## src/rtl/tomasulo_inst_queue.sv

```systemverilog
// In-order instruction issue queue feeding the Tomasulo core's instruction port.
// Circular FIFO with issue/stall statistics and a sticky hang watchdog.
module tomasulo_inst_queue #(
  parameter int DEPTH       = 8,
  parameter int STALL_LIMIT = 64
) (
  input  logic                     clk,
  input  logic                     rst,
  input  logic                     flush,
  input  logic                     fetch_valid,
  input  logic [2:0]               fetch_op,
  input  logic [3:0]               fetch_rs,
  input  logic [3:0]               fetch_rt,
  input  logic [3:0]               fetch_rd,
  input  logic [31:0]              fetch_imm,
  output logic                     fetch_ready,
  output logic                     inst_valid,
  output logic [2:0]               inst_op,
  output logic [3:0]               inst_rs,
  output logic [3:0]               inst_rt,
  output logic [3:0]               inst_rd,
  output logic [31:0]              inst_imm,
  input  logic                     inst_ack,
  output logic [$clog2(DEPTH):0]   count,
  output logic                     empty,
  output logic                     full,
  output logic [15:0]              issued_count,
  output logic [15:0]              stall_cycles,
  output logic                     hang
);

  localparam int AW = $clog2(DEPTH);
  localparam int CW = AW + 1;
  localparam int RW = $clog2(STALL_LIMIT + 1);

  logic [46:0]   mem [DEPTH];
  logic [AW-1:0] rd_ptr;
  logic [AW-1:0] wr_ptr;
  logic [RW-1:0] run_cnt;
  logic          push;
  logic          pop;
  logic          stall;

  assign empty       = (count == '0);
  assign full        = (count == CW'(DEPTH));
  assign fetch_ready = !full;
  assign inst_valid  = !empty;
  assign push        = fetch_valid && fetch_ready;
  assign pop         = inst_valid && inst_ack;
  assign stall       = inst_valid && !inst_ack;

  assign {inst_op, inst_rs, inst_rt, inst_rd, inst_imm} = mem[rd_ptr];

  // Entry storage carries no reset; only the pointers decide what is valid.
  always_ff @(posedge clk) begin
    if (push && !flush)
      mem[wr_ptr] <= {fetch_op, fetch_rs, fetch_rt, fetch_rd, fetch_imm};
  end

  always_ff @(posedge clk or posedge rst) begin
    if (rst) begin
      rd_ptr       <= '0;
      wr_ptr       <= '0;
      count        <= '0;
      issued_count <= '0;
      stall_cycles <= '0;
      run_cnt      <= '0;
      hang         <= 1'b0;
    end else if (flush) begin
      rd_ptr       <= '0;
      wr_ptr       <= '0;
      count        <= '0;
      issued_count <= '0;
      stall_cycles <= '0;
      run_cnt      <= '0;
      hang         <= 1'b0;
    end else begin
      if (push)
        wr_ptr <= wr_ptr + AW'(1);
      if (pop)
        rd_ptr <= rd_ptr + AW'(1);
      if (push && !pop)
        count <= count + CW'(1);
      else if (pop && !push)
        count <= count - CW'(1);
      if (pop && issued_count != 16'hFFFF)
        issued_count <= issued_count + 16'd1;
      if (stall && stall_cycles != 16'hFFFF)
        stall_cycles <= stall_cycles + 16'd1;
      // Run counter parks at the limit; hang latches one edge after it gets there.
      if (pop || !inst_valid)
        run_cnt <= '0;
      else if (stall && run_cnt != RW'(STALL_LIMIT))
        run_cnt <= run_cnt + RW'(1);
      if (run_cnt == RW'(STALL_LIMIT))
        hang <= 1'b1;
    end
  end

endmodule

```

## config.mk

```make
export PLATFORM = sky130hd
export DESIGN_NAME = tomasulo_inst_queue
export DESIGN_NICKNAME = d
export VERILOG_FILES = /design/src/rtl/tomasulo_inst_queue.sv
export SDC_FILE = /design/constraint.sdc
export NUM_CORES = 1
export LEC_CHECK = 0
export CORE_MARGIN = 2
export CORE_UTILIZATION = 55
export CTS_CLUSTER_DIAMETER = 60
export DETAILED_ROUTE_END_ITERATION = 8
export PLACE_DENSITY = 0.76
export RECOVER_POWER = 100
export REMOVE_ABC_BUFFERS = 1
export SLEW_MARGIN = 15
export SYNTH_ARGS = -nofsm -noshare
export SYNTH_HDL_FRONTEND = slang
export SYNTH_SLANG_ARGS = --single-unit
```

## constraint.sdc

```tcl
create_clock -name clk -period 5.72 [get_ports clk]
set_input_delay 1.43 -clock clk [delete_from_list [all_inputs] [get_ports clk]]
set_output_delay 1.43 -clock clk [all_outputs]
set_load 0.03 [all_outputs]
```

==> results of run 1 <==
==> report_power, final <==
group | total [mW] | internal, mW | switching (mW)
registers | 3.66 | 3.51 | 0.145
logic | 1.89 | 0.918 | 0.972
clock network | 2.57 | 1.48 | 1.09
total | 8.11 | 5.90 | 2.21
==> worst max-delay path, cell delays in order, from the launching register on <==
cell and delay (ps):
dfrtp_4 790, clkbuf_4 730, mux4_2 590, mux2_2 270, dlygate4sd3_1 690
==> cell families after synthesis <==
family,synth area share
buffers and inverters,0.01451
DFF,0.7383
and+or+nand+nor,0.04522
muxes,0.1600
AOI/OAI and AO/OA,0.01525
xor gates and xnor gates,0.01967
adders and majority gates,0.007071
==> final timing paths <==
check	from	to	slack, ps	depth (start not counted)
worst max register to register	count[0]$_DFFE_PP0P_	mem[3][11]$_DFFE_PP_	1530	6
worst min-delay path	hang$_DFFE_PP0P_	hang$_DFFE_PP0P_	510	2
min in group asynchronous	rst	stall_cycles[15]$_DFFE_PP0P_	2380	3
worst min register to register	hang$_DFFE_PP0P_	hang$_DFFE_PP0P_	510	2
max in group asynchronous	rst	rd_ptr[0]$_DFFE_PP0P_	1430	3
worst max-delay path	rd_ptr[0]$_DFFE_PP0P_	inst_imm[17]	670	4
==> registers in the layout, summed over array words and instances (netlist names) <==
signal,count
wr_ptr,3
run_cnt,7
stall_cycles,16
issued_count,16
count,4
hang,1
rd_ptr,3
mem,376
==> per-stage QoR <==
| step | power, mW | cells | cell area (µm²) | setup slack [ps] |
|---|---|---|---|---|
| 2_1_floorplan | 5.146 | 811 | 16770 | -432.7 |
| 4_1_cts | 8.329 | 1440 | 20220 | 968.5 |
| 3_3_place_gp | 5.710 | 1363 | 18930 | 1552 |
| 5_1_grt | 8.464 | 1440 | 20050 | 434.4 |
| 3_5_place_dp | 5.744 | 1363 | 18930 | 1550 |
| 6_report | 8.114 | 1440 | 20050 | 672.5 |
==> placed cells by master (no fill, tap or decap), types with 10 or more instances in the layout <==
| cell | count |
|---|---|
| a21oi_1 | 11 |
| clkbuf_1 | 19 |
| clkbuf_16 | 43 |
| clkdlybuf4s50_1 | 20 |
| dfrtp_1 | 47 |
| dlygate4sd3_1 | 119 |
| edfxtp_1 | 376 |
| mux2_2 | 48 |
| mux4_2 | 94 |
| nand2_1 | 18 |
| nand3_1 | 19 |
| nand4_1 | 10 |
| nor2_1 | 55 |
| xnor2_1 | 14 |
| xor2_1 | 22 |
==> Yosys cell counts (2+ instances only) <==
| master | instances |
|---|---|
| a211oi_1 | 3 |
| a21oi_1 | 11 |
| and3_1 | 5 |
| and4_1 | 2 |
| buf_2 | 11 |
| buf_4 | 2 |
| clkbuf_1 | 22 |
| clkbuf_8 | 3 |
| dfrtp_1 | 50 |
| edfxtp_1 | 376 |
| ha_1 | 8 |
| inv_1 | 9 |
| mux2_2 | 48 |
| mux2i_1 | 6 |
| mux4_2 | 94 |
| nand2_1 | 18 |
| nand2b_1 | 6 |
| nand3_1 | 19 |
| nand4_1 | 10 |
| nor2_1 | 57 |
| nor3_1 | 9 |
| nor4_1 | 7 |
| nor4_4 | 2 |
| nor4b_1 | 2 |
| o211ai_1 | 2 |
| o21ai_0 | 8 |
| o31ai_1 | 2 |
| or3_1 | 2 |
| or4_1 | 3 |
| xnor2_1 | 13 |
| xor2_1 | 22 |
==> cell type report <==
class	instances	area [µm²]
flip-flops and latches	426	12550
fillers	2052	10460
multi-input cells	376	4135
repair buffers	156	1541
clock buffers	61	1174
well taps	396	495.5
clock inverters	16	121.4
inverters	9	33.78
==> routing by layer <==
metal  global-route usage  share of wire  vias to the layer above
met4              0.04976          0.016                        8
met2               0.3261           0.49                      268
met3              0.04032          0.061                       50
li1                     -              -                     3758
met1               0.2991           0.43                     4336
met5                    0         0.0015                        -
==> run_results.csv, run 1 <==
group,metric,value,unit
global_route,grt_pass1_vias,8728,
place,place.detailed.hpwl,17670,µm
cts,htreeDepth,2,
min_path,hold_class,"reg -> reg",
cts,clk_latency,540,ps
die,chipHeight,179.7,µm
layout,drive_gt1_frac,0.2098,
global_route,antenna_found_initial,4,
power,ir_drop,0.2754,mV
cts,cts_root_buf,"clkbuf_16",
timing,max_freq,0.1981,GHz
drt,first_pass_iters,5,
timing,hold-worst-slack,514.7,ps
layout,fin_util,0.6572,
cts,cts_resized,0,
layout,nNetsFinal,1073,
drt,dr.first_iter.drc_count,729,
die,placementRows,64,
logic_synthesis,synthTopCellsByArea,"edfxtp_1 66%, mux4_2 12%, dfrtp_1 7.4%",
cts,numCtsBuffers,43,
logic_synthesis,avgSynthCellArea,19.96,µm²
logic_synthesis,synthesis.area,0.01699,mm²
global_route,grt-ovfl-total,0,
timing,rsz0062_at_grt,"no",
layout,diodes,0,
cts,cts.path.max_buffers,3,
layout,area_delta_synth_final,18.02,%
logic_synthesis,ys_async_sr_fraction,0.1174,
setup_path,crit_fanout,32,
cts,cts_sinks,426,
logic_synthesis,ys_types,50,
job,maxCapViolCount,10,
drt,drc,0,
global_route,grt_pass1_wl,51170,µm
power,power.density,404.7,mW/mm²
place,io_buffers,139,
logic_synthesis,synthDominantCellAreaShare,0.6647,
cts,post_cts_buffers,0,
logic_synthesis,synth_ff_type,"edfxtp_1",
place,place.gp.congestion,0.7964,
power,p_leak,6.593,nW
logic_synthesis,ys_seq_elements,426,
setup_path,cp.required,4290,ps
drt,ant_nets,0,
timing,tightest_slew,2726,ps
drt,num_vias,8420,
logic_synthesis,yosysTopAreaCell,"edfxtp_1",
setup_path,critPathCaptureType,"output port",
drt,wire_per_inst,22.45,µm
die,start_util,0.5568,
timing,setup_violations,0,
logic_synthesis,yosys_warnings,0,
global_route,grt_max_degree,60,
run_status,status,"finished, violations left",
setup_path,crit_type,"reg -> out",
setup_path,cp-start-kind,"flop",
die,io_pins,140,
logic_synthesis,syn_inst,851,
die,core_area,0.03051,mm²
drt,drt_wl_total,32320,µm
logic_synthesis,synth-edff-count,376,
logic_synthesis,seq_area_frac_synth,0.7383,
run_status,violations,"capacitance limit, slew limit",
timing,drv_slew,324,
timing,min_period_over_period,0.8824,
die,dieArea,0.03231,mm²
cts,hold_buffers,0,
drt,via_per_inst,5.847,
cts,clk_pin_slew,60,ps
timing,finalSetupTns,0,ps
cts,cts_tree,"yes",
timing,fin_crit,5048,ps
global_route,groute.usage.overall,0.2053,
timing,fin_skew,22.27,ps
timing,hold_violations,0,
die,die_w,179.7,µm
timing,slew_headroom,-0.8176,
setup_path,crit_arrival,3620,ps
Note: power is estimated with default switching activity, not from simulation.
==> inputs of run 2 (changes only) <==
Settings changed: CTS_CLUSTER_DIAMETER 60 to 120, CTS_CLUSTER_SIZE from default to 40, DONT_BUFFER_PORTS from default to 1, PLACE_DENSITY 0.76 to 0.7.
==> run_results.csv, run 2 (same netlist as run 1, synthesis figures left out) <==
group,metric,value,unit
drt,wl_met2,16010,µm
cts,cts_root_buf,"clkbuf_16",
layout,nFillCells,2186,
drt,ant_nets,0,
setup_path,critPathCaptureType,"output port",
job,maxCapViolCount,11,
run_status,violations,"capacitance limit, slew limit",
layout,largest_register_ffs,376,
setup_path,crit_type,"reg -> out",
cts,cts_sinks,426,
cts,htreeDepth,1,
power,power.density,368.2,mW/mm²
drt,wl_met1,12630,µm
drt,first_pass_iters,4,
cts,hold_buffers,0,
drt,via_per_inst,6.297,
layout,final_cell_mix,"376 x edfxtp_1, 94 x mux4_2, 54 x nor2_1",
timing,slew_headroom,-0.7956,
die,placementRows,64,
layout,top_register,"mem",
global_route,groute.usage.overall,0.1907,
cts,clk_pin_slew,140,ps
global_route,grt-ovfl-total,0,
layout,area_delta_synth_final,4.559,%
timing,max_freq,0.1988,GHz
setup_path,crit_arrival,3600,ps
cts,clk_latency,530,ps
drt,top_layer_used,"met4",
layout,fin_area,0.01776,mm²
layout,drive_gt1_frac,0.1624,
global_route,grt_pass1_wl,47750,µm
timing,hold_violations,0,
timing,min_period_over_period,0.8792,
drt,wire_per_inst,25.05,µm
cts,numCtsBuffers,14,
place,io_buffers,0,
cts,cts.path.max_buffers,3,
setup_path,cp.required,4290,ps
drt,num_vias,7846,
die,start_util,0.5568,
timing,fin_crit,5029,ps
layout,nNetsFinal,903,
cts,cts_resized,0,
power,ir_drop,0.2440,mV
power,finalPower,6.540,mW
drt,drc,0,
place,place.detailed.hpwl,17760,µm
drt,drt_wl_total,31210,µm
cts,cts_tree,"yes",
timing,fin_skew,21.95,ps
place,place.gp.congestion,0.8302,
layout,layout_commonest_cell,"edfxtp_1",
die,die_w,179.7,µm
cts,post_cts_buffers,0,
drt,route.met3.wl,2251,µm
timing,tightest_slew,2693,ps
min_path,hold_class,"reg -> reg",
timing,rsz0062_at_grt,"no",
timing,setup_violations,0,
drt,dr.first_iter.drc_count,725,
layout,reg_top3,"mem x376, issued_count x16, stall_cycles x16",
global_route,grt_pass1_vias,8167,
die,chipHeight,179.7,µm
global_route,antenna_found_initial,0,
setup_path,crit_fanout,79,
place,placed_area,0.01745,mm²
layout,diodes,0,
global_route,grt_max_degree,80,
setup_path,cp-start-kind,"flop",
timing,drv_slew,427,
timing,timing.final.ws_setup,691.0,ps
die,dieArea,0.03231,mm²
place,place_ws,1811,ps
die,core_area,0.03051,mm²
run_status,status,"finished, violations left",
die,io_pins,140,
power,p_leak,5.492,nW
-- run 2: worst max-delay path, stage by stage, from the launching register on --
cell and delay (ps):
dfrtp_2 1750, buf_4 480, mux4_2 340, mux2_1 440
-- run 2: metal layers --
layer | global-route usage | up-vias
met5 | 0 | -
met4 | 0.03512 | 0
met3 | 0.03951 | 25
met2 | 0.3272 | 252
met1 | 0.2585 | 4183
li1 | - | 3386
-- run 2: path summary, 6_finish.rpt --
check,depth (start not counted),start,to,slack (ps)
setup / recovery,3,rd_ptr[1]$_DFFE_PP0P_,inst_rt[3],690
hold / removal,2,wr_ptr[0]$_DFFE_PP0P_,wr_ptr[0]$_DFFE_PP0P_,620
setup reg to reg,5,count[0]$_DFFE_PP0P_,mem[4][21]$_DFFE_PP_,1020
hold reg to reg,2,wr_ptr[0]$_DFFE_PP0P_,wr_ptr[0]$_DFFE_PP0P_,620
max in group asynchronous,2,rst,rd_ptr[0]$_DFFE_PP0P_,2070
min in group asynchronous,2,rst,issued_count[10]$_DFFE_PP0P_,1780
-- run 2: power by group --
group	leakage (nW)	total (mW)	switching (mW)	internal, mW
clock	0.202	1.35	0.838	0.507
combinational	1.21	1.44	0.800	0.642
sequential	4.08	3.75	0.250	3.50
-- run 2: area by class of cell --
class	count	area [µm²]	share of cell area
multi-input combinational	376	4146	0.2334
timing repair buffer	15	116.4	0.006551
clock inverter	1	16.27	0.0009158
clock buffer	23	405.4	0.02282
tap	396	495.5	0.02790
sequential	426	12550	0.7065
inverter	9	33.78	0.001902
-- run 2: stage by stage --
stage	util	setup TNS (ps)	hold slack (ps)	cells
after CTS	0.5858	0	609.3	1245
after floorplan	-	-20340	510.7	811
after detailed placement	0.5720	0	585.6	1221
final	0.5822	0	619.8	1246
after global placement	0.5720	0	530.0	1221
after global routing	0.5822	0	640.5	1246
==> inputs of run 3 (changes only) <==
Settings changed: SETUP_SLACK_MARGIN from default to 0.2.
==> results of run 3 <==
Final layout, timing and power as in run 2 (identical DEF).
